--- config.mk ---
export PLATFORM = sky130hd
export DESIGN_NAME = arithmetic_logic_unit
export DESIGN_NICKNAME = d
export VERILOG_FILES = /design/src/rtl/alu_pkg.sv /design/src/rtl/alu_addsub.sv /design/src/rtl/arithmetic_logic_unit.sv
export SDC_FILE = /design/constraint.sdc
export NUM_CORES = 1
export LEC_CHECK = 0
export CAP_MARGIN = 20
export CELL_PAD_IN_SITES_DETAIL_PLACEMENT = 2
export CELL_PAD_IN_SITES_GLOBAL_PLACEMENT = 2
export CORE_UTILIZATION = 28
export CTS_CLUSTER_DIAMETER = 50
export DETAILED_ROUTE_END_ITERATION = 6
export PLACE_DENSITY_LB_ADDON = 0.1
export SYNTH_ARGS = -nofsm -noshare
export SYNTH_HDL_FRONTEND = slang
export SYNTH_SLANG_ARGS = --single-unit
--- constraint.sdc ---
create_clock -name clk -period 0.9 [get_ports clk]
set_input_delay 0.18 -clock clk [delete_from_list [all_inputs] [get_ports clk]]
set_output_delay 0.18 -clock clk [all_outputs]
set_load 0.03 [all_outputs]
--- src/rtl/alu_pkg.sv ---
// Shared ALU types and constants: opcode encoding and default datapath width.
package alu_pkg;

  localparam int unsigned ALU_WIDTH = 32;

  typedef enum logic [2:0] {
    OpAdd   = 3'b000,
    OpSub   = 3'b001,
    OpOr    = 3'b010,
    OpAnd   = 3'b011,
    OpXor   = 3'b100,
    OpSlt   = 3'b101,
    OpSltu  = 3'b110,
    OpPassb = 3'b111
  } alu_op_t;

  // Every op other than ADD drives the adder in subtract mode; SLT/SLTU need A - B.
  function automatic logic op_is_sub(alu_op_t op);
    return op != OpAdd;
  endfunction

endpackage

--- src/rtl/alu_addsub.sv ---
// Shared WIDTH+1-bit adder/subtractor: sum, carry-out (no-borrow when subtracting)
// and signed overflow. Feeds ADD, SUB, SLT, SLTU and the optional flags.
module alu_addsub
  import alu_pkg::*;
#(
  parameter int unsigned WIDTH = ALU_WIDTH
) (
  input  logic [WIDTH-1:0] a_i,
  input  logic [WIDTH-1:0] b_i,
  input  logic             sub_i,
  output logic [WIDTH-1:0] sum_o,
  output logic             carry_o,
  output logic             ovf_o
);

  logic [WIDTH-1:0] b_eff;
  logic [WIDTH:0]   full;

  always_comb begin
    b_eff   = sub_i ? ~b_i : b_i;
    // Two's-complement subtract: A + ~B + 1, the +1 entering as carry-in.
    full    = {1'b0, a_i} + {1'b0, b_eff} + {{WIDTH{1'b0}}, sub_i};
    sum_o   = full[WIDTH-1:0];
    carry_o = full[WIDTH];
    ovf_o   = (a_i[WIDTH-1] == b_eff[WIDTH-1]) && (sum_o[WIDTH-1] != a_i[WIDTH-1]);
  end

endmodule

--- src/rtl/arithmetic_logic_unit.sv ---
// Registered integer ALU with 1-cycle latency. Define ALU_FLAGS_EN to add the
// registered zero/negative/carry/overflow flag outputs.
module arithmetic_logic_unit
  import alu_pkg::*;
#(
  parameter int unsigned WIDTH = ALU_WIDTH
) (
  input  logic             clk,
  input  logic             rst_n,
  input  logic             in_valid,
  input  logic [2:0]       ALUop,
  input  logic [WIDTH-1:0] operand_1,
  input  logic [WIDTH-1:0] operand_2,
  output logic [WIDTH-1:0] result,
`ifdef ALU_FLAGS_EN
  output logic             flag_zero,
  output logic             flag_neg,
  output logic             flag_carry,
  output logic             flag_ovf,
`endif
  output logic             out_valid
);

  alu_op_t          op;
  logic [WIDTH-1:0] sum;
  logic             carry;
  logic             ovf;
  logic             slt;
  logic             sltu;
  logic [WIDTH-1:0] alu_res;

  logic [WIDTH-1:0] result_d, result_q;
  logic             valid_d, valid_q;

  always_comb op = alu_op_t'(ALUop);

  alu_addsub #(
    .WIDTH (WIDTH)
  ) u_addsub (
    .a_i     (operand_1),
    .b_i     (operand_2),
    .sub_i   (op_is_sub(op)),
    .sum_o   (sum),
    .carry_o (carry),
    .ovf_o   (ovf)
  );

  always_comb begin
    // Sign of A - B corrected by overflow gives a true signed compare.
    slt     = sum[WIDTH-1] ^ ovf;
    sltu    = ~carry;
    alu_res = '0;
    unique case (op)
      OpAdd,
      OpSub:   alu_res = sum;
      OpOr:    alu_res = operand_1 | operand_2;
      OpAnd:   alu_res = operand_1 & operand_2;
      OpXor:   alu_res = operand_1 ^ operand_2;
      OpSlt:   alu_res = {{(WIDTH-1){1'b0}}, slt};
      OpSltu:  alu_res = {{(WIDTH-1){1'b0}}, sltu};
      OpPassb: alu_res = operand_2;
      default: alu_res = '0;
    endcase
  end

  always_comb begin
    valid_d  = in_valid;
    result_d = in_valid ? alu_res : result_q;
  end

  always_ff @(posedge clk or negedge rst_n) begin
    if (!rst_n) begin
      result_q <= '0;
      valid_q  <= 1'b0;
    end else begin
      result_q <= result_d;
      valid_q  <= valid_d;
    end
  end

  assign result    = result_q;
  assign out_valid = valid_q;

`ifdef ALU_FLAGS_EN
  logic zero_d, zero_q;
  logic neg_d, neg_q;
  logic carry_d, carry_q;
  logic ovf_d, ovf_q;
  logic is_arith;

  always_comb begin
    is_arith = (op == OpAdd) || (op == OpSub);
    zero_d   = zero_q;
    neg_d    = neg_q;
    carry_d  = carry_q;
    ovf_d    = ovf_q;
    if (in_valid) begin
      zero_d  = (alu_res == '0);
      neg_d   = alu_res[WIDTH-1];
      carry_d = is_arith & carry;
      ovf_d   = is_arith & ovf;
    end
  end

  always_ff @(posedge clk or negedge rst_n) begin
    if (!rst_n) begin
      zero_q  <= 1'b0;
      neg_q   <= 1'b0;
      carry_q <= 1'b0;
      ovf_q   <= 1'b0;
    end else begin
      zero_q  <= zero_d;
      neg_q   <= neg_d;
      carry_q <= carry_d;
      ovf_q   <= ovf_d;
    end
  end

  assign flag_zero  = zero_q;
  assign flag_neg   = neg_q;
  assign flag_carry = carry_q;
  assign flag_ovf   = ovf_q;
`endif

endmodule

==> reports/metrics.yaml <==
worstSetupPathType: "in2reg"
drc: 0
hold_viol: 0
instances_no_fill: 1260
netlist.area_leader.share_pct: 21.8
num_rows: 50
yosys.area.top_type: "ha_1"
portBuffers: 102
synth_seq_area_share_pct: 15.2
wirelength_um: 34300
p_leak_uw: 0.00452
grt_antenna_before_repair: 0
drt_first_iter_violations: 333
synth_fp_nets: 869
worstPathCellList: "buf_12 -> nor3_4 -> buf_4 -> buf_6 -> xnor2_4 -> fa_2 -> a21o_1 -> a221oi_4 -> a2111oi_4 -> nand3b_1 -> a31oi_2 -> xnor2_1 -> a222oi_1 -> a21oi_1"
synth_area_mm2: 0.00544
async_flop_share_pct: 100
avgSynthCellArea_um2: 7.74
vias: 7008
multiInputGateArea_mm2: 0.00490
worst_pin_slew_ps: 809
drt-pass1-iter-count: 5
drt-wirelength-per-cell_um: 27.2
period_share_pct: 353
diodes: 0
place.gp.congestion: 0.859
cpMaxStageDelayCell: "a222oi_1"
setup.worst_path.end_class: "register"
critPathLaunch: "ALUop[0]"
status: "finished with violations"
cap_violations: 0
synth-edff-count: 0
coreArea_mm2: 0.0189
violations: "negative setup slack"
boundaryPins: 103
ys.warnings.count: 0
synth_cell_types: 66
finalMaxSlewViolations: 0
worstSetupStartpointType: "primary input"
ff_latch_area_um2: 827
clock_skew_ps: 0
grt_start_max_net_pins: 61
crit_end: "result[18]"
final_cell_area_mm2: 0.00967
clk_pin_slew_ps: 70
start_util_pct: 28.8
cts_buffers: 5
grt_util_met2_pct: 56.4
final_layout_size_suffix_gt1_share_pct: 38.6
rsz0062_at_grt: "yes"
syn_inst: 703
reg2reg_depth: 3
critPathArrivalTime_ps: 3350
p_total_uw: 12200
vias_per_cell: 5.56
synth_seq_cells: 33
final-setup-viol-count: 65
p_per_area_mw_per_mm2: 1260
critPathMaxStageDelay_ps: 410
clock-root-buffer: "clkbuf_16"
grt_util_met3_pct: 4.05
die_area_mm2: 0.0200
dp_hpwl_um: 20100
cts_tree: "done"
r2r_setup_slack_ps: -100
crit_fanout: 4
final_core_util_pct: 51.2
slew_headroom_pct: 45.2
fin_ws_ps: -2280
area.growth.synth_to_final_pct: 77.7
reg2reg_from: "result[17]"
tns_ps: -66170
synth_area_leaders: "ha_1 (22%), dfrtp_1 (15%), xnor2_1 (7.2%), a21oi_1 (6.5%), inv_1 (5.4%)"
vdd.ir_drop.worst_uv: 714
placed_area_mm2: 0.00816
r2r_end: "result[17]"
fin_nets: 1165
insertion_delay_ps: 310
die_w_um: 141
grt_pass1_vias: 7742
clkSinkCount: 33
required_ps: 1070
nFillCells: 2015
grt.total_usage_pct: 30.4
grt.overflow.total: 0
hold_class: "in2async"
min_period_ps: 3180
cts-htree-levels: 2
die_y_um: 141
synth_commonest_cells: "ha_1 (95), inv_1 (79), a21oi_1 (71), o21ai_0 (51), nand2_1 (49)"
clock_path_buffers: 2
top_usage_layer: "met2"
synth_top_flop_cell: "dfrtp_1"
max_clock_freq_mhz: 315
place_inst: 1198
use_met1_pct: 33.9
grt_pass1_wl_um: 45500
synthMostInstantiatedCell: "ha_1"
antenna_left: 0
[repair_timing]
| action | CTS | global route |
|---|---|---|
| gates cloned | 1 | 0 |
| endpoints found under the setup margin | 65 | 65 |
| hold buffers | 1 | 0 |
| pin swaps | 62 | 67 |
| endpoints found under the hold margin | 33 | 0 |
| setup buffers | 37 | 28 |
| gates resized for setup | 137 | 66 |
[cells by family after synthesis]
| group | count (synthesis) | synth area share [%] |
|---|---|---|
| AO/OA/AOI/OAI | 236 | 28.2 |
| XOR/XNOR | 57 | 9.17 |
| adder cells (fa/ha/maj) | 96 | 22.2 |
| buffers and inverters | 126 | 9.63 |
| flip-flops | 33 | 15.2 |
| multiplexers | 21 | 3.93 |
| AND/OR/NAND/NOR | 134 | 11.7 |
[report_power, final]
part           switching (uW)  internal [uW]  leakage [uW]
registers                 249           1710      0.000394
clock network             886           1180     0.0000799
logic                    4250           3950       0.00405
[layout make-up]
| cell class | count | share of cell area, % |
|---|---|---|
| clock buffers | 7 | 1.58 |
| clock inverters | 1 | 0.0517 |
| inverters | 80 | 3.10 |
| multi-input cells | 544 | 50.6 |
| flip-flops and latches | 33 | 8.55 |
| well taps | 260 | 3.36 |
| repair buffers | 335 | 32.7 |
[critical path: cells and delay by family]
kind,cells,cell delay (ps)
AOI/OAI and AO/OA,6,1570
and+or+nand+nor,2,610
buffers and inverters,3,420
adders and majority gates,1,370
xor gates and xnor gates,2,200
[metal layers]
layer  part of all wire [%]  wire length [um]  up-vias
met3                    3.6              1250       92
li1                       -                 -     3083
met1                     41             13900     3591
met4                    4.3              1480        0
met5                      0                 0        -
met2                     51             17600      242
[sequential cells by signal (all words and copies together) (netlist names)]
name / count
out_valid: 1
result: 32
[placed cells by master, fill, tap and decap left out, types with 9 or more instances in the layout]
| master | Yosys | routed |
|---|---|---|
| a21oi_1 | 71 | 53 |
| nand3_1 | 11 | 10 |
| o22ai_1 | 15 | 15 |
| o21ai_1 | 1 | 18 |
| mux2i_1 | 18 | 18 |
| buf_12 | 0 | 25 |
| buf_4 | 7 | 199 |
| xor2_1 | 12 | 10 |
| a21o_1 | 10 | 10 |
| clkdlybuf4s50_1 | 0 | 59 |
| inv_1 | 79 | 79 |
| nand4_1 | 9 | 9 |
| o21ai_0 | 51 | 28 |
| xnor2_1 | 45 | 29 |
| a21oi_2 | 0 | 13 |
| nor2_1 | 34 | 31 |
| nand2_1 | 49 | 43 |
| xnor2_2 | 0 | 10 |
| o211ai_1 | 13 | 13 |
| ha_1 | 95 | 84 |
| buf_6 | 1 | 40 |
| dfrtp_1 | 33 | 32 |
[worst min path at each step]
stage / endpoint / slack (ps) / cells after the start
3_5_place_dp: result[6] / 170 / 2
3_3_place_gp: result[3] / 170 / 2
4_1_cts: result[30] / 370 / 3
2_1_floorplan: out_valid / -120 / 0
6_report: result[9] / 380 / 3
5_1_grt: result[27] / 400 / 4
[stage by stage]
step / hold slack (ps) / setup slack [ps]
finish: 382 / -2280
global route: 398 / -2340
CTS: 366 / -1950
detailed placement: 173 / -2920
global placement: 172 / -2610
floorplan: -116 / -2200
Note: power is estimated with default switching activity, not from simulation.
